===== src/rtl/dht11_response_builder.sv =====
// dht11_response_builder
// Takes one-byte commands from the UART receive path, restarts a DHT11 read,
// waits for the 40-bit frame, verifies the checksum and returns a two-byte
// {code, value} response over a valid/ready handshake to the UART transmitter.
// All outputs are registered; the FSM and its outputs live in one always_ff.

module dht11_response_builder #(
    parameter int TIMEOUT_CYCLES = 5_000_000,
    parameter int RST_CYCLES     = 2
) (
    input  logic       clock,
    input  logic       reset,
    input  logic       cmd_valid,
    input  logic [7:0] cmd_code,
    output logic       cmd_ready,
    output logic       sensor_rst,
    output logic       sensor_en,
    input  logic [7:0] hum_int,
    input  logic [7:0] hum_float,
    input  logic [7:0] temp_int,
    input  logic [7:0] temp_float,
    input  logic [7:0] checksum,
    input  logic       data_ready,
    output logic [7:0] tx_data,
    output logic       tx_valid,
    input  logic       tx_ready,
    output logic       busy
);

    typedef enum logic [2:0] {
        S_IDLE,
        S_RST,
        S_WAIT,
        S_CHECK,
        S_SEND_CODE,
        S_SEND_VALUE
    } state_t;

    localparam int WAIT_W = (TIMEOUT_CYCLES > 1) ? $clog2(TIMEOUT_CYCLES) : 1;
    localparam int RST_W  = (RST_CYCLES > 1) ? $clog2(RST_CYCLES) : 1;

    localparam logic [WAIT_W-1:0] WAIT_LAST = WAIT_W'(TIMEOUT_CYCLES - 1);
    localparam logic [RST_W-1:0]  RST_LAST  = RST_W'(RST_CYCLES - 1);

    localparam logic [7:0] CMD_LAST_VALID = 8'h02;
    localparam logic [7:0] CODE_STATUS    = 8'h07;
    localparam logic [7:0] CODE_HUMIDITY  = 8'h08;
    localparam logic [7:0] CODE_TEMP      = 8'h09;
    localparam logic [7:0] CODE_FAULT     = 8'h1F;
    localparam logic [7:0] CODE_UNKNOWN   = 8'hFF;

    state_t            state_reg;
    logic [1:0]        cmd_sel_reg;      // only codes 0..2 ever reach CHECK
    logic [7:0]        resp_value_reg;   // second response byte, waits behind the code byte
    logic [WAIT_W-1:0] wait_cnt_reg;
    logic [RST_W-1:0]  rst_cnt_reg;
    logic [7:0]        frame_sum;

    // Checksum is the byte-wise sum of the four data bytes, wrapping at 8 bits.
    assign frame_sum = hum_int + hum_float + temp_int + temp_float;

    // Command/response FSM with registered handshake and sensor-control outputs.
    always_ff @(posedge clock) begin
        if (reset) begin
            state_reg      <= S_IDLE;
            cmd_sel_reg    <= 2'd0;
            resp_value_reg <= 8'h00;
            wait_cnt_reg   <= '0;
            rst_cnt_reg    <= '0;
            cmd_ready      <= 1'b1;
            sensor_rst     <= 1'b0;
            sensor_en      <= 1'b0;
            tx_valid       <= 1'b0;
            tx_data        <= 8'h00;
            busy           <= 1'b0;
        end else begin
            case (state_reg)
                S_IDLE: begin
                    if (cmd_valid && cmd_ready) begin
                        cmd_sel_reg <= cmd_code[1:0];
                        cmd_ready   <= 1'b0;
                        busy        <= 1'b1;
                        if (cmd_code > CMD_LAST_VALID) begin
                            // Unknown command: answer immediately without touching the sensor.
                            tx_data        <= CODE_UNKNOWN;
                            resp_value_reg <= 8'h00;
                            tx_valid       <= 1'b1;
                            state_reg      <= S_SEND_CODE;
                        end else begin
                            sensor_rst  <= 1'b1;
                            sensor_en   <= 1'b1;
                            rst_cnt_reg <= '0;
                            state_reg   <= S_RST;
                        end
                    end
                end

                S_RST: begin
                    if (rst_cnt_reg == RST_LAST) begin
                        sensor_rst   <= 1'b0;
                        wait_cnt_reg <= '0;
                        state_reg    <= S_WAIT;
                    end else begin
                        rst_cnt_reg <= rst_cnt_reg + RST_W'(1);
                    end
                end

                S_WAIT: begin
                    // A completed frame takes priority over a timeout on the same cycle.
                    if (data_ready) begin
                        sensor_en <= 1'b0;
                        state_reg <= S_CHECK;
                    end else if (wait_cnt_reg == WAIT_LAST) begin
                        sensor_en      <= 1'b0;
                        tx_data        <= CODE_FAULT;
                        resp_value_reg <= 8'h00;
                        tx_valid       <= 1'b1;
                        state_reg      <= S_SEND_CODE;
                    end else begin
                        wait_cnt_reg <= wait_cnt_reg + WAIT_W'(1);
                    end
                end

                S_CHECK: begin
                    // Sensor bytes are captured here only; the response registers hold them.
                    tx_valid  <= 1'b1;
                    state_reg <= S_SEND_CODE;
                    if (frame_sum != checksum) begin
                        tx_data        <= CODE_FAULT;
                        resp_value_reg <= 8'h00;
                    end else begin
                        case (cmd_sel_reg)
                            2'd0: begin
                                tx_data        <= CODE_STATUS;
                                resp_value_reg <= 8'h00;
                            end
                            2'd1: begin
                                tx_data        <= CODE_TEMP;
                                resp_value_reg <= temp_int;
                            end
                            default: begin
                                tx_data        <= CODE_HUMIDITY;
                                resp_value_reg <= hum_int;
                            end
                        endcase
                    end
                end

                S_SEND_CODE: begin
                    if (tx_ready) begin
                        tx_data   <= resp_value_reg;
                        state_reg <= S_SEND_VALUE;
                    end
                end

                S_SEND_VALUE: begin
                    if (tx_ready) begin
                        tx_valid  <= 1'b0;
                        tx_data   <= 8'h00;
                        cmd_ready <= 1'b1;
                        busy      <= 1'b0;
                        state_reg <= S_IDLE;
                    end
                end

                default: begin
                    state_reg  <= S_IDLE;
                    cmd_ready  <= 1'b1;
                    sensor_rst <= 1'b0;
                    sensor_en  <= 1'b0;
                    tx_valid   <= 1'b0;
                    tx_data    <= 8'h00;
                    busy       <= 1'b0;
                end
            endcase
        end
    end

endmodule


===== config.mk =====
export PLATFORM = sky130hd
export DESIGN_NAME = dht11_response_builder
export DESIGN_NICKNAME = d
export VERILOG_FILES = /design/src/rtl/dht11_response_builder.sv
export SDC_FILE = /design/constraint.sdc
export NUM_CORES = 1
export LEC_CHECK = 0
export ABC_AREA = 1
export ABC_CLOCK_PERIOD_IN_PS = 9300
export CAP_MARGIN = 20
export CORE_MARGIN = 2
export CORE_UTILIZATION = 25
export CTS_CLUSTER_DIAMETER = 150
export CTS_CLUSTER_SIZE = 20
export DETAILED_ROUTE_END_ITERATION = 12
export SLEW_MARGIN = 20
export SYNTH_ARGS = -nofsm -noshare
export SYNTH_HDL_FRONTEND = slang
export SYNTH_SLANG_ARGS = --single-unit

===== constraint.sdc =====
create_clock -name clock -period 9.3 [get_ports clock]
set_input_delay 1.86 -clock clock [delete_from_list [all_inputs] [get_ports clock]]
set_output_delay 1.86 -clock clock [all_outputs]
set_load 0.05 [all_outputs]

==> results.md, run 1 <==
* Vias per std cell at 4.49
* Sequential element share of the synthesized area at 0.273
* Post-Route WL at 9560 um
* Worst Path Arrival at 5.48 ns
* RSZ-0062 raised after global routing: no
* VDD IR max at 91.1 uV
* Longest Clk Path Bufs at 2
* Max Clock Freq at 190 MHz
* Worst-Skew Late Latency at 0.29 ns
* DRT iter0 DRCs at 208
* Syn Area/Cell at 6.45 um^2
* Largest net degree at the start of global routing at 45
* Post-CTS resize count at 0
* Net Count, Synth at 643
* Hold buffers post-CTS at 0
* Syn Std Cell Area at 3660 um^2
* Final Max Tran Viols at 0
* Global route total overflow at 0
* Max_cap viols at 0
* Sink Count at 50
* FF+latch count, synth at 50
* Num CTS Buffers at 5
* Pwr dens at 208 nW/um^2
* First-pass GRT wire length at 16500 um
* Final Setup Violations at 0
* Row cnt at 44
* RR Startpoint: wait_cnt_reg[0]
* Wire per inst at 11.8 um
* # H-tree levels at 2
* Post-synth ARST share at 0
* Startpoint types: input pin
* Yosys top cell by area: dfxtp_1
* Clk slew on worst S/H paths at 0.07 ns
* PortBufs at 65
* Vias at 3650
* Post-synth EDFFs at 0
* Std-Cell Core Area at 14400 um^2
* Diodes inserted at 0
* Synth Warn # at 0
* Synth Flop Type: dfxtp_1
* Top cells by area, synth: dfxtp_1 (27%), nand2_1 (17%), a21oi_1 (7.8%), fa_1 (7.7%), inv_1 (6.4%)
* First drt pass iteration count at 5
* Pwr Total at 969 uW
* Yosys cell types at 36
* Critical Path End Type: register
* Fin. Hold Viols at 0
* Die Height at 125 um
* Worst Hold Class: reg2reg
* Antenna violations before repair at 0
* Clk root buf: clkbuf_16
* Initial Utilization at 0.254
* CP startpoint: hum_int[1]
* TritonCTS clock tree: yes
* Period minus WS final at 5.25 ns
* Reg-to-reg slack, setup at 6.84 ns
* Setup TNS at 0 ns
* Leakage at 1.84 nW
* GRT Overall Usage at 0.125
* I/O Pins at 66
* Crit Path Class: in2reg
* Layout area overhead at 27.3%
* Max reg flops at 23
* Max_slew headroom at 0.544
* Yosys top cell area share at 0.273
* RePlAce Congestion at 0.907
* Status: complete, no violations
* Final Skew at 0.0100 ns
* Fillers at 1600
* Post-route DRC violation count at 0
* Vias in the first global route at 3426
* Die area at 15600 um^2
* Die X at 125 um
* Critical Path RT at 9.53 ns
* Fin nets at 703
* Fin crit share at 0.565
* ANT nets after route at 0
* Post-synth top cells: nand2_1 (169), inv_1 (62), nor2_1 (62)
* Hold Startpoint: tx_data[1]
* Layout cell share with drive strength beyond 1 at 0.0461
* Detailed placer's ending HPWL at 7520 um
* Mapped Cells at 568
* Crit path max fanout at 8
* Top-count cell post-synth: nand2_1
* Slew at the pin with the worst max-slew slack at 0.683 ns
* Setup Fix Bufs, Post-CTS at 0
[layout make-up]
| cell class | instances | area, um^2 | area share |
|---|---|---|---|
| inverters | 70 | 265 | 0.0569 |
| clock inverters | 3 | 47.5 | 0.0102 |
| repair buffers | 66 | 658 | 0.141 |
| well taps | 184 | 230 | 0.0494 |
| clock buffers | 5 | 125 | 0.0268 |
| multi-input cells | 435 | 2330 | 0.501 |
| flip-flops and latches | 50 | 1000 | 0.215 |
[through the flow]
stage	area (um^2)	worst slack, ns	instances	util	hold WS [ns]
2_1_floorplan	3660	4.57	568	-	0.445
3_3_place_gp	4490	3.86	805	0.311	0.452
3_5_place_dp	4490	3.74	805	0.311	0.455
4_1_cts	4660	4.04	813	0.323	0.466
5_1_grt	4660	3.78	813	0.323	0.476
6_report	4660	4.05	813	0.323	0.464
[final timing paths]
kind | to | cells past startpoint
worst max-delay path | resp_value_reg[6] | 16
worst min-delay path | tx_data[1] | 2
worst min register to register | tx_data[1] | 2
worst max register to register | wait_cnt_reg[16] | 10
[cell families (layout without fill, tap and decap cells)]
logic type | count (synthesis) | in the layout | share of synthesized area
AND/OR/NAND/NOR | 317 | 317 | 0.376
adder cells (fa/ha/maj) | 22 | 22 | 0.104
XOR/XNOR | 18 | 18 | 0.0430
buffers and inverters | 83 | 144 | 0.0895
flip-flops | 50 | 50 | 0.273
AO/OA/AOI/OAI | 78 | 78 | 0.115
[layout by cell type, fill, tap and decap left out, types with 2 or more instances in the layout]
cell type	count
a21oi_1	57
clkbuf_16	5
clkdlybuf4s50_1	65
dfxtp_1	50
fa_1	14
ha_1	8
inv_1	62
inv_2	7
inv_6	2
nand2_1	169
nand3_1	45
nand3b_1	3
nand4_1	7
nor2_1	62
nor2_4	3
nor3_1	16
nor3_2	2
nor3_4	2
nor4_1	2
o211ai_1	3
o21ai_0	13
or2_2	2
xnor2_1	10
xor2_1	8
[critical path, cell delays in order]
cell             delay, ns
clkdlybuf4s50_1       0.45
fa_1                  0.54
inv_1                 0.05
fa_1                  0.49
inv_1                 0.04
ha_1                  0.24
fa_1                  0.51
xnor2_1               0.12
nand3_1               0.10
nor2_1                0.11
nand3_1               0.08
nor2_1                0.09
nand3_1               0.13
nor3_2                0.40
nand2_1               0.13
a21oi_1               0.14
[power by group]
| group | switching (mW) | leakage (nW) | total, mW | internal (mW) |
|---|---|---|---|---|
| Combinational | 0.318 | 1.35 | 0.483 | 0.166 |
| Sequential | 0.0302 | 0.406 | 0.271 | 0.240 |
| Clock | 0.0861 | 0.0848 | 0.215 | 0.129 |
| Total | 0.434 | 1.84 | 0.969 | 0.535 |
[layer usage]
layer / up-vias / share of wire / GRT usage
met1: 1627 / 0.52 / 0.181
met2: 70 / 0.44 / 0.198
met4: 0 / 0.011 / 0.0288
li1: 1946 / - / -
met5: - / 0 / 0
met3: 7 / 0.032 / 0.0158
No activity file was read; power rests on OpenSTA's default activity.
==> run 2, diff against run 1 <==
- ABC_CLOCK_PERIOD_IN_PS: 9300 -> 4300
- clock period: 9.3 -> 4.3 ns (I/O delays scaled with it)
==> results.md, run 2 (synthesis gave the netlist of run 1 again) <==
* Status: complete, no violations
* DRT iter0 DRCs at 202
* Die X at 125 um
* Startpoint types: input pin
* Wire per inst at 11.8 um
* Max Clock Freq at 246 MHz
* Most common cell after layout, fill and taps aside: nand2_1
* R2r worst-path depth at 10
* Diodes inserted at 0
* Worst Hold Class: reg2reg
* RSZ-0062 raised after global routing: no
* Register area at 1000 um^2
* NetSw at 941 uW
* Crit path max fanout at 5
* Row cnt at 44
* Max reg flops at 23
* ANT nets after route at 0
* Sink Count at 50
* Slew at the pin with the worst max-slew slack at 0.711 ns
* Die area at 15600 um^2
* Longest Clk Path Bufs at 2
* Comb power frac at 0.520
* Std-Cell Core Area at 14400 um^2
* PortBufs at 65
* Worst-Skew Late Latency at 0.29 ns
* I/O Pins at 66
* Final Setup Violations at 0
* Flop pwr share at 0.288
* Vias at 3619
* Largest net degree at the start of global routing at 32
* Die Height at 125 um
* Fin crit share at 0.947
* Period minus WS final at 4.07 ns
* Int Pwr at 1.09 mW
* Vias in the first global route at 3513
* Post-route DRC violation count at 0
* VDD IR max at 215 uV
* Critical Path RT at 4.52 ns
* Final Skew at 0.00626 ns
* Utilization after layout at 0.323
* Leakage at 1.84 nW
* Critical Path End Type: register
* Final Max Tran Viols at 0
* Multi-input logic area at 2340 um^2
* Hold slack at 0.466 ns
* RePlAce Congestion at 0.882
* Fin. Hold Viols at 0
* Worst Path Arrival at 4.29 ns
* TritonCTS clock tree: yes
* Hold buffers post-CTS at 0
* Sw frac at 0.463
* Initial Utilization at 0.254
* Max_slew headroom at 0.524
* Detailed placer's ending HPWL at 7560 um
* GRT Overall Usage at 0.127
* Antenna violations before repair at 0
* Hold Path Stages at 2
* # H-tree levels at 2
* Clk slew on worst S/H paths at 0.07 ns
* Num CTS Buffers at 5
* Layout cell share with drive strength beyond 1 at 0.0507
* Clock power frac at 0.192
* Most frequent cells in the layout: nand2_1 (169), clkdlybuf4s50_1 (64), nor2_1 (62), inv_1 (62), a21oi_1 (57)
* Clk root buf: clkbuf_16
* Fillers at 1579
* Layout area overhead at 27.1%
* Vias per std cell at 4.44
* First drt pass iteration count at 4
* Crit Path Class: in2reg
* Fin nets at 706
* Pwr dens at 437 nW/um^2
* First-pass GRT wire length at 16900 um
* Max_cap viols at 0
* Post-Route WL at 9610 um
* Global route total overflow at 0
==> run 2: final timing paths <==
| check | start | endpoint | slack [ns] |
|---|---|---|---|
| worst max-delay path | hum_float[1] | resp_value_reg[2] | 0.23 |
| worst min-delay path | tx_data[0] | tx_data[0] | 0.47 |
| worst max register to register | wait_cnt_reg[0] | wait_cnt_reg[13] | 1.80 |
| worst min register to register | tx_data[0] | tx_data[0] | 0.47 |
==> run 2: per-layer routing <==
metal / vias to the layer above / part of all wire / track usage
met5: - / 0 / 0
met1: 1605 / 0.53 / 0.184
li1: 1948 / - / -
met2: 59 / 0.44 / 0.204
met4: 0 / 0.0077 / 0.0255
met3: 7 / 0.025 / 0.0158
==> run 2: layout make-up <==
cell class                      count  area share
Clock buffer                        5      0.0269
Multi-Input combinational cell    435       0.502
Tap cell                          184      0.0494
Timing Repair Buffer               69       0.147
Sequential cell                    50       0.215
Clock inverter                      2     0.00322
Inverter                           70      0.0570
==> run 2: power by group through the flow <==
stage | Combinational, mW | Clock [mW] | Sequential (mW)
after floorplan | 0.680 | 0 | 0.688
after global placement | 1.06 | 0 | 0.597
after detailed placement | 1.06 | 0 | 0.596
after CTS | 1.06 | 0.401 | 0.586
after global routing | 1.20 | 0.415 | 0.595
final | 1.06 | 0.390 | 0.585
==> run 2: what timing repair did <==
action,CTS,global route
endpoints found under the setup margin,0,4
resized for setup,0,2
setup buffers,0,0
==> run 2: critical path: stages <==
cell and delay, ns:
clkdlybuf4s50_1 0.43, fa_1 0.51, inv_1 0.05, fa_1 0.49, inv_1 0.04, ha_1 0.22, fa_2 0.53, xnor2_1 0.11
nand3_1 0.10, nor2_1 0.11, nand3_1 0.08, nor2_1 0.10, nand3_1 0.14, nor3_2 0.20, buf_4 0.16, nand2_1 0.06
a21oi_1 0.11
==> run 2: stage by stage <==
stage	cells	total power, mW	setup slack (ns)	setup TNS (ns)	instance area, um^2
after global placement	808	1.65	0.0357	0	4510
after floorplan	568	1.37	0.571	0	3660
after detailed placement	808	1.66	-0.0282	-0.109	4510
final	815	2.03	0.228	0	4660
after global routing	815	2.21	0.0248	0	4660
after CTS	815	2.05	0.255	0	4650
==> run 3, diff against run 2 <==
- TNS_END_PERCENT: unset -> 20
==> results of run 3 <==
No change in the layout: final DEF, timing and power equal those of run 2.
